$ cat src/rtl/hazard_unit_if.sv
// Hazard-controller bus: pipeline register addresses and control flags in,
// forwarding selects, stall/flush controls and the wait counter out.
interface hazard_unit_if #(
   parameter int REG_ADDR_W = 4,
   parameter int CNT_W      = 16
);
   logic [REG_ADDR_W-1:0] ra1_d;
   logic [REG_ADDR_W-1:0] ra2_d;
   logic [REG_ADDR_W-1:0] ra1_e;
   logic [REG_ADDR_W-1:0] ra2_e;
   logic [REG_ADDR_W-1:0] wa3_e;
   logic [REG_ADDR_W-1:0] wa3_m;
   logic [REG_ADDR_W-1:0] wa3_w;
   logic                  reg_write_m;
   logic                  reg_write_w;
   logic                  mem_to_reg_e;
   logic                  pc_src_d;
   logic                  pc_src_e;
   logic                  pc_src_p;
   logic                  branch_taken;
   logic                  mem_req_m;
   logic                  mem_ready;
   logic [1:0]            forward_a_e;
   logic [1:0]            forward_b_e;
   logic                  stall_f;
   logic                  stall_d;
   logic                  stall_e;
   logic                  stall_m;
   logic                  flush_d;
   logic                  flush_e;
   logic                  flush_w;
   logic [CNT_W-1:0]      stall_cycles;

   // Hazard unit side.
   modport slave (
      input  ra1_d, ra2_d, ra1_e, ra2_e, wa3_e, wa3_m, wa3_w,
             reg_write_m, reg_write_w, mem_to_reg_e,
             pc_src_d, pc_src_e, pc_src_p, branch_taken,
             mem_req_m, mem_ready,
      output forward_a_e, forward_b_e,
             stall_f, stall_d, stall_e, stall_m,
             flush_d, flush_e, flush_w, stall_cycles
   );

   // Pipeline/datapath side.
   modport master (
      output ra1_d, ra2_d, ra1_e, ra2_e, wa3_e, wa3_m, wa3_w,
             reg_write_m, reg_write_w, mem_to_reg_e,
             pc_src_d, pc_src_e, pc_src_p, branch_taken,
             mem_req_m, mem_ready,
      input  forward_a_e, forward_b_e,
             stall_f, stall_d, stall_e, stall_m,
             flush_d, flush_e, flush_w, stall_cycles
   );
endinterface

$ cat src/rtl/hazard_unit.sv
// Pipeline hazard controller for the 5-stage core: operand forwarding,
// load-use and PC-write stalls, branch flushes, and a data-memory wait FSM
// that freezes the whole pipeline while a slow access is outstanding.
module hazard_unit #(
   parameter int REG_ADDR_W = 4,
   parameter int CNT_W      = 16
) (
   input logic           clk,
   input logic           reset,
   hazard_unit_if.slave  hz
);

   localparam logic [REG_ADDR_W-1:0] PC_REG = REG_ADDR_W'(15);

   typedef enum logic {
      ST_IDLE = 1'b0,
      ST_WAIT = 1'b1
   } mem_state_t;

   mem_state_t       state;
   logic             pcw_m;
   logic             pcw_w;
   logic [CNT_W-1:0] stall_cnt;

   logic       ldr_stall;
   logic       pc_wr_pending;
   logic       mem_wait;
   logic [1:0] fwd_a;
   logic [1:0] fwd_b;

   // Forwarding selects: M result wins over W; the PC is never forwarded.
   always_comb begin
      // NOTE: every combinational output gets a default first so no path can infer a latch.
      fwd_a = 2'b00;
      fwd_b = 2'b00;
      if (hz.reg_write_m && (hz.wa3_m == hz.ra1_e) && (hz.ra1_e != PC_REG))
         fwd_a = 2'b10;
      else if (hz.reg_write_w && (hz.wa3_w == hz.ra1_e) && (hz.ra1_e != PC_REG))
         fwd_a = 2'b01;
      if (hz.reg_write_m && (hz.wa3_m == hz.ra2_e) && (hz.ra2_e != PC_REG))
         fwd_b = 2'b10;
      else if (hz.reg_write_w && (hz.wa3_w == hz.ra2_e) && (hz.ra2_e != PC_REG))
         fwd_b = 2'b01;
   end

   assign ldr_stall     = hz.mem_to_reg_e &&
                          ((hz.wa3_e == hz.ra1_d) || (hz.wa3_e == hz.ra2_d));
   assign pc_wr_pending = hz.pc_src_d || hz.pc_src_e || pcw_m;
   assign mem_wait      = ((state == ST_IDLE) && hz.mem_req_m && !hz.mem_ready) ||
                          ((state == ST_WAIT) && !hz.mem_ready);

   // Memory wait FSM: enter WAIT on an access that is not ready, leave on ready.
   always_ff @(posedge clk or posedge reset) begin
      if (reset) begin
         state <= ST_IDLE;
      end else begin
         // NOTE: sequential state uses non-blocking assignments so every register samples pre-edge values.
         case (state)
            ST_IDLE: if (hz.mem_req_m && !hz.mem_ready) state <= ST_WAIT;
            ST_WAIT: if (hz.mem_ready)                  state <= ST_IDLE;
            default:                                    state <= ST_IDLE;
         endcase
      end
   end

   // PC-write flag follows the writer through M and W; frozen during memory waits.
   always_ff @(posedge clk or posedge reset) begin
      if (reset) begin
         pcw_m <= 1'b0;
         pcw_w <= 1'b0;
      end else if (!mem_wait) begin
         pcw_m <= hz.pc_src_p;
         pcw_w <= pcw_m;
      end
   end

   // Saturating count of memory-wait cycles.
   always_ff @(posedge clk or posedge reset) begin
      if (reset) begin
         stall_cnt <= '0;
      end else if (mem_wait && (stall_cnt != {CNT_W{1'b1}})) begin
         stall_cnt <= stall_cnt + CNT_W'(1);
      end
   end

   // Stall/flush controls: a memory wait freezes everything and bubbles W;
   // otherwise load-use, PC-write and branch terms are OR-ed together.
   always_comb begin
      hz.stall_f = 1'b0;
      hz.stall_d = 1'b0;
      hz.stall_e = 1'b0;
      hz.stall_m = 1'b0;
      hz.flush_d = 1'b0;
      hz.flush_e = 1'b0;
      hz.flush_w = 1'b0;
      if (mem_wait) begin
         hz.stall_f = 1'b1;
         hz.stall_d = 1'b1;
         hz.stall_e = 1'b1;
         hz.stall_m = 1'b1;
         hz.flush_w = 1'b1;
      end else begin
         hz.stall_f = ldr_stall || pc_wr_pending;
         hz.stall_d = ldr_stall;
         hz.flush_d = pc_wr_pending || pcw_w || hz.branch_taken;
         hz.flush_e = ldr_stall || hz.branch_taken;
      end
   end

   assign hz.forward_a_e  = fwd_a;
   assign hz.forward_b_e  = fwd_b;
   assign hz.stall_cycles = stall_cnt;

endmodule

$ cat src/flat_wrapper.sv
// flat-port wrapper written by rule: the top's interface ports become plain ports
module hazard_unit_flat 
#(
   parameter int REG_ADDR_W = 4,
   parameter int CNT_W      = 16
)
  (clk, reset, hz_ra1_d, hz_ra2_d, hz_ra1_e, hz_ra2_e, hz_wa3_e, hz_wa3_m, hz_wa3_w, hz_reg_write_m, hz_reg_write_w, hz_mem_to_reg_e, hz_pc_src_d, hz_pc_src_e, hz_pc_src_p, hz_branch_taken, hz_mem_req_m, hz_mem_ready, hz_forward_a_e, hz_forward_b_e, hz_stall_f, hz_stall_d, hz_stall_e, hz_stall_m, hz_flush_d, hz_flush_e, hz_flush_w, hz_stall_cycles);
  hazard_unit_if #(.REG_ADDR_W(REG_ADDR_W), .CNT_W(CNT_W)) hz_i ();
  input logic clk;
  input logic reset;
  input wire logic [$bits(hz_i.ra1_d)-1:0] hz_ra1_d;
  input wire logic [$bits(hz_i.ra2_d)-1:0] hz_ra2_d;
  input wire logic [$bits(hz_i.ra1_e)-1:0] hz_ra1_e;
  input wire logic [$bits(hz_i.ra2_e)-1:0] hz_ra2_e;
  input wire logic [$bits(hz_i.wa3_e)-1:0] hz_wa3_e;
  input wire logic [$bits(hz_i.wa3_m)-1:0] hz_wa3_m;
  input wire logic [$bits(hz_i.wa3_w)-1:0] hz_wa3_w;
  input wire logic [$bits(hz_i.reg_write_m)-1:0] hz_reg_write_m;
  input wire logic [$bits(hz_i.reg_write_w)-1:0] hz_reg_write_w;
  input wire logic [$bits(hz_i.mem_to_reg_e)-1:0] hz_mem_to_reg_e;
  input wire logic [$bits(hz_i.pc_src_d)-1:0] hz_pc_src_d;
  input wire logic [$bits(hz_i.pc_src_e)-1:0] hz_pc_src_e;
  input wire logic [$bits(hz_i.pc_src_p)-1:0] hz_pc_src_p;
  input wire logic [$bits(hz_i.branch_taken)-1:0] hz_branch_taken;
  input wire logic [$bits(hz_i.mem_req_m)-1:0] hz_mem_req_m;
  input wire logic [$bits(hz_i.mem_ready)-1:0] hz_mem_ready;
  output wire logic [$bits(hz_i.forward_a_e)-1:0] hz_forward_a_e;
  output wire logic [$bits(hz_i.forward_b_e)-1:0] hz_forward_b_e;
  output wire logic [$bits(hz_i.stall_f)-1:0] hz_stall_f;
  output wire logic [$bits(hz_i.stall_d)-1:0] hz_stall_d;
  output wire logic [$bits(hz_i.stall_e)-1:0] hz_stall_e;
  output wire logic [$bits(hz_i.stall_m)-1:0] hz_stall_m;
  output wire logic [$bits(hz_i.flush_d)-1:0] hz_flush_d;
  output wire logic [$bits(hz_i.flush_e)-1:0] hz_flush_e;
  output wire logic [$bits(hz_i.flush_w)-1:0] hz_flush_w;
  output wire logic [$bits(hz_i.stall_cycles)-1:0] hz_stall_cycles;
  assign hz_i.ra1_d = hz_ra1_d;
  assign hz_i.ra2_d = hz_ra2_d;
  assign hz_i.ra1_e = hz_ra1_e;
  assign hz_i.ra2_e = hz_ra2_e;
  assign hz_i.wa3_e = hz_wa3_e;
  assign hz_i.wa3_m = hz_wa3_m;
  assign hz_i.wa3_w = hz_wa3_w;
  assign hz_i.reg_write_m = hz_reg_write_m;
  assign hz_i.reg_write_w = hz_reg_write_w;
  assign hz_i.mem_to_reg_e = hz_mem_to_reg_e;
  assign hz_i.pc_src_d = hz_pc_src_d;
  assign hz_i.pc_src_e = hz_pc_src_e;
  assign hz_i.pc_src_p = hz_pc_src_p;
  assign hz_i.branch_taken = hz_branch_taken;
  assign hz_i.mem_req_m = hz_mem_req_m;
  assign hz_i.mem_ready = hz_mem_ready;
  assign hz_forward_a_e = hz_i.forward_a_e;
  assign hz_forward_b_e = hz_i.forward_b_e;
  assign hz_stall_f = hz_i.stall_f;
  assign hz_stall_d = hz_i.stall_d;
  assign hz_stall_e = hz_i.stall_e;
  assign hz_stall_m = hz_i.stall_m;
  assign hz_flush_d = hz_i.flush_d;
  assign hz_flush_e = hz_i.flush_e;
  assign hz_flush_w = hz_i.flush_w;
  assign hz_stall_cycles = hz_i.stall_cycles;
  hazard_unit #(.REG_ADDR_W(REG_ADDR_W), .CNT_W(CNT_W)) u_core (.clk(clk), .reset(reset), .hz(hz_i));
endmodule
$ cat config.mk
export PLATFORM = sky130hd
export DESIGN_NAME = hazard_unit_flat
export DESIGN_NICKNAME = d
export VERILOG_FILES = /design/src/rtl/hazard_unit_if.sv /design/src/rtl/hazard_unit.sv /design/src/flat_wrapper.sv
export SDC_FILE = /design/constraint.sdc
export NUM_CORES = 1
export LEC_CHECK = 0
export BUFFER_PORTS_ARGS = -buffer_cell sky130_fd_sc_hd__buf_2
export CAP_MARGIN = 10
export CORE_MARGIN = 8
export CORE_UTILIZATION = 48
export CTS_BUF_LIST = sky130_fd_sc_hd__clkbuf_2 sky130_fd_sc_hd__clkbuf_4 sky130_fd_sc_hd__clkbuf_8
export CTS_CLUSTER_DIAMETER = 80
export CTS_CLUSTER_SIZE = 14
export DETAILED_ROUTE_END_ITERATION = 8
export GPL_TIMING_DRIVEN = 0
export PLACE_DENSITY_LB_ADDON = 0.25
export SYNTH_ARGS = -nofsm -noshare
export SYNTH_HDL_FRONTEND = slang
export SYNTH_SLANG_ARGS = --single-unit
$ cat constraint.sdc
create_clock -name clk -period 4.45 [get_ports clk]
set_input_delay 0 -clock clk [delete_from_list [all_inputs] [get_ports clk]]
set_output_delay 0 -clock clk [all_outputs]
set_load 0.005 [all_outputs]
==> flow_metrics.py <==
metrics = {
    "run_status": {
        "outcome": "finished, final reports clean",
    },
    "yosys": {
        "synth.avg_cell_area_um2": 9.32,
        "synth_area_leaders": "dfrtp_1, xor2_1, xnor2_1",
        "synth_top_area_share_pct": 37.2,
        "synth_fp_nets": 177,
        "yosysMostFrequentCell": "dfrtp_1",
        "yosysTopAreaCell": "dfrtp_1",
        "synthCells": 137,
        "syn_area_um2": 1280,
        "synth_common_cells": "dfrtp_1, xor2_1, xnor2_1",
        "ys_async_sr_fraction_pct": 100,
        "ys_ff_latch": 19,
        "ys_seq_area_share_pct": 37.2,
        "synth_edf_count": 0,
        "yosysWarnings": 0,
        "dominantRegCellSynth": "dfrtp_1",
        "ys_types": 31,
    },
    "clocking": {
        "cts_resized": 0,
        "clk_transition_reported_paths_ns": 0.10,
        "clkLatencyLatePin_ns": 0.29,
        "clk_root_buffer_cell": "clkbuf_4",
        "cts.sinks": 19,
        "cts_setup_buffers": 0,
        "clk_path_buf_depth": 2,
        "htreeDepth": 1,
        "cts_made_buffers": 3,
        "cts_tree": "built",
    },
    "detailed_routing": {
        "drtIter0Drc": 39,
        "routed_wl_mm": 3.49,
        "route.vias.total": 1247,
        "avgRoutedWirePerCell_um": 14.7,
        "first_pass_iters": 4,
        "drc_errors": 0,
        "ant_nets": 0,
        "via_per_inst": 5.24,
    },
    "worst_hold_path": {
        "timing.hold.worst.class": "in2reg",
        "worstHoldPathCells": 4,
    },
    "worst_setup_path": {
        "crit_fanout": 4,
        "crit_type": "reg2reg",
        "slowest_delay_ns": 0.52,
        "critPathRequiredTime_ns": 4.66,
        "rr_worst_depth": 5,
        "path_cells": "ha_1 -> nand3_1 -> nor2_1 -> a2111oi_0 -> xor2_1",
        "cp.arrival_ns": 1.90,
        "crit_slowest_cell": "a2111oi_0",
        "startpoint_type": "flop",
        "cp-end-kind": "flop",
    },
    "grt": {
        "grt_max_degree": 20,
        "antenna_found_initial": 0,
        "grt.overflow.total": 0,
        "grt_pass1_wl_mm": 5.87,
        "grt_pass1_vias": 1350,
        "grt_usage_pct": 16.0,
    },
    "placement": {
        "hpwl_mm": 2.97,
        "pre_cts_slack_ns": 2.75,
        "port_buffers": 65,
        "place_congestion": 0.852,
    },
    "power_and_ir_drop": {
        "leakage_nw": 0.839,
        "power_density_nw_per_um2": 332,
        "vdd_drop_max_uv": 345,
    },
    "sta": {
        "setup_viol": 0,
        "finClkSkew_ns": 0.00298,
        "tightest_slew_ns": 0.690,
        "drv_slew": 0,
        "slew_headroom_pct": 53.9,
        "rsz0062_at_grt": "no",
        "period_minus_slack_ns": 1.69,
        "setup_tns_ns": 0,
        "hold_violations": 0,
        "period_share_pct": 37.9,
        "setup_slack_ns": 2.76,
        "fmax_mhz": 593,
    },
    "floorplanning": {
        "ioPinCount": 66,
        "core_region_area_um2": 2500,
        "start_util_pct": 51.1,
        "die_area_um2": 4570,
        "die_x_um": 67.6,
        "fp-row-count": 18,
        "dieHeight_um": 67.6,
    },
    "layout": {
        "fillCellCount": 215,
        "area_growth_pct": 32.3,
        "final_util_pct": 67.6,
        "diodes": 0,
        "nets": 249,
        "drive_gt1_share_pct": 38.5,
    },
    "job": {
        "cap_violations": 0,
    },
}
cells by family (layout without fill, tap and decap cells):
group	count (synthesis)	after routing	synth area share, %
mux	1	1	0.881
flops	19	19	37.2
buf+inv	11	82	3.92
xor+xnor	34	34	23.3
compound gates	17	17	10.2
fa+ha+maj	1	1	0.979
simple gates	54	54	23.5
per-layer routing:
metal  part of all wire [%]  global-route usage, %  vias to the layer above
met5                      0                      0                        -
met4                   0.17                   1.57                        0
met3                    6.6                   4.80                        2
met2                     53                   29.9                       34
met1                     40                   17.9                      587
li1                       -                      -                      624
area by class of cell:
type | instances | area [µm²] | share of cell area, %
repair buffers | 67 | 345 | 20.4
well taps | 30 | 37.5 | 2.22
inverters | 7 | 26.3 | 1.55
clock buffers | 4 | 30.0 | 1.78
multi-input cells | 107 | 752 | 44.5
plain buffers | 4 | 23.8 | 1.41
flip-flops and latches | 19 | 475 | 28.1
path summary, 6_finish.rpt:
kind                       slack (ns)                       from                        end
setup / recovery                 2.76  u_core.hz.stall_cycles[0]  u_core.hz.stall_cycles[5]
hold / removal                   0.23               hz_mem_req_m               u_core.state
setup reg to reg                 2.76  u_core.hz.stall_cycles[0]  u_core.hz.stall_cycles[5]
hold reg to reg                  0.49               u_core.pcw_w               u_core.pcw_w
max in group asynchronous        3.67                      reset  u_core.hz.stall_cycles[2]
min in group asynchronous        0.34                      reset  u_core.hz.stall_cycles[4]
critical path: cells and delay by family (launching register included):
kind            cells  cell delay [ns]
compound gates      1             0.52
simple gates        2             0.23
xor+xnor            1             0.20
flops               1             0.43
fa+ha+maj           1             0.25
stage by stage:
stage	cell area, µm²	power [W]	instances	hold slack, ns
4_1_cts	1690	0.000567	238	0.226
2_1_floorplan	1280	0.000375	137	-0.0489
3_3_place_gp	1640	0.000462	232	0.133
6_report	1690	0.000561	238	0.229
3_5_place_dp	1640	0.000474	232	0.146
5_1_grt	1690	0.000602	238	0.296
state kept, by name (all words and copies together) (netlist names):
signal                  count
u_core.hz.stall_cycles     16
u_core.state                1
u_core.pcw_m                1
u_core.pcw_w                1
power breakdown:
| part | switching, W | internal [W] | total [W] | leakage [nW] |
|---|---|---|---|---|
| Clock | 0.0000494 | 0.0000410 | 0.0000904 | 0.0184 |
| Sequential | 0.0000505 | 0.000212 | 0.000262 | 0.231 |
| Combinational | 0.000110 | 0.0000987 | 0.000208 | 0.589 |
| Total | 0.000209 | 0.000352 | 0.000561 | 0.839 |
timing repair:
| action | 4_1_cts | 5_1_grt |
|---|---|---|
| setup endpoints to repair | 0 | 0 |
| hold buffers | 2 | 0 |
| endpoints found under the hold margin | 20 | 0 |
placed cells by master (no fill, tap or decap), types with 3 or more instances in the layout:
| cell | synthesis | layout |
|---|---|---|
| nand2_1 | 11 | 11 |
| nand4_1 | 7 | 7 |
| xor2_1 | 18 | 18 |
| clkbuf_4 | 0 | 4 |
| nor3_1 | 5 | 5 |
| xnor2_1 | 16 | 16 |
| buf_2 | 1 | 66 |
| nor4_1 | 3 | 3 |
| inv_1 | 7 | 7 |
| dfrtp_1 | 19 | 19 |
| a21oi_1 | 5 | 5 |
| nand3_1 | 11 | 11 |
| nor2_1 | 8 | 8 |
Power figures use the tool's default switching activity.
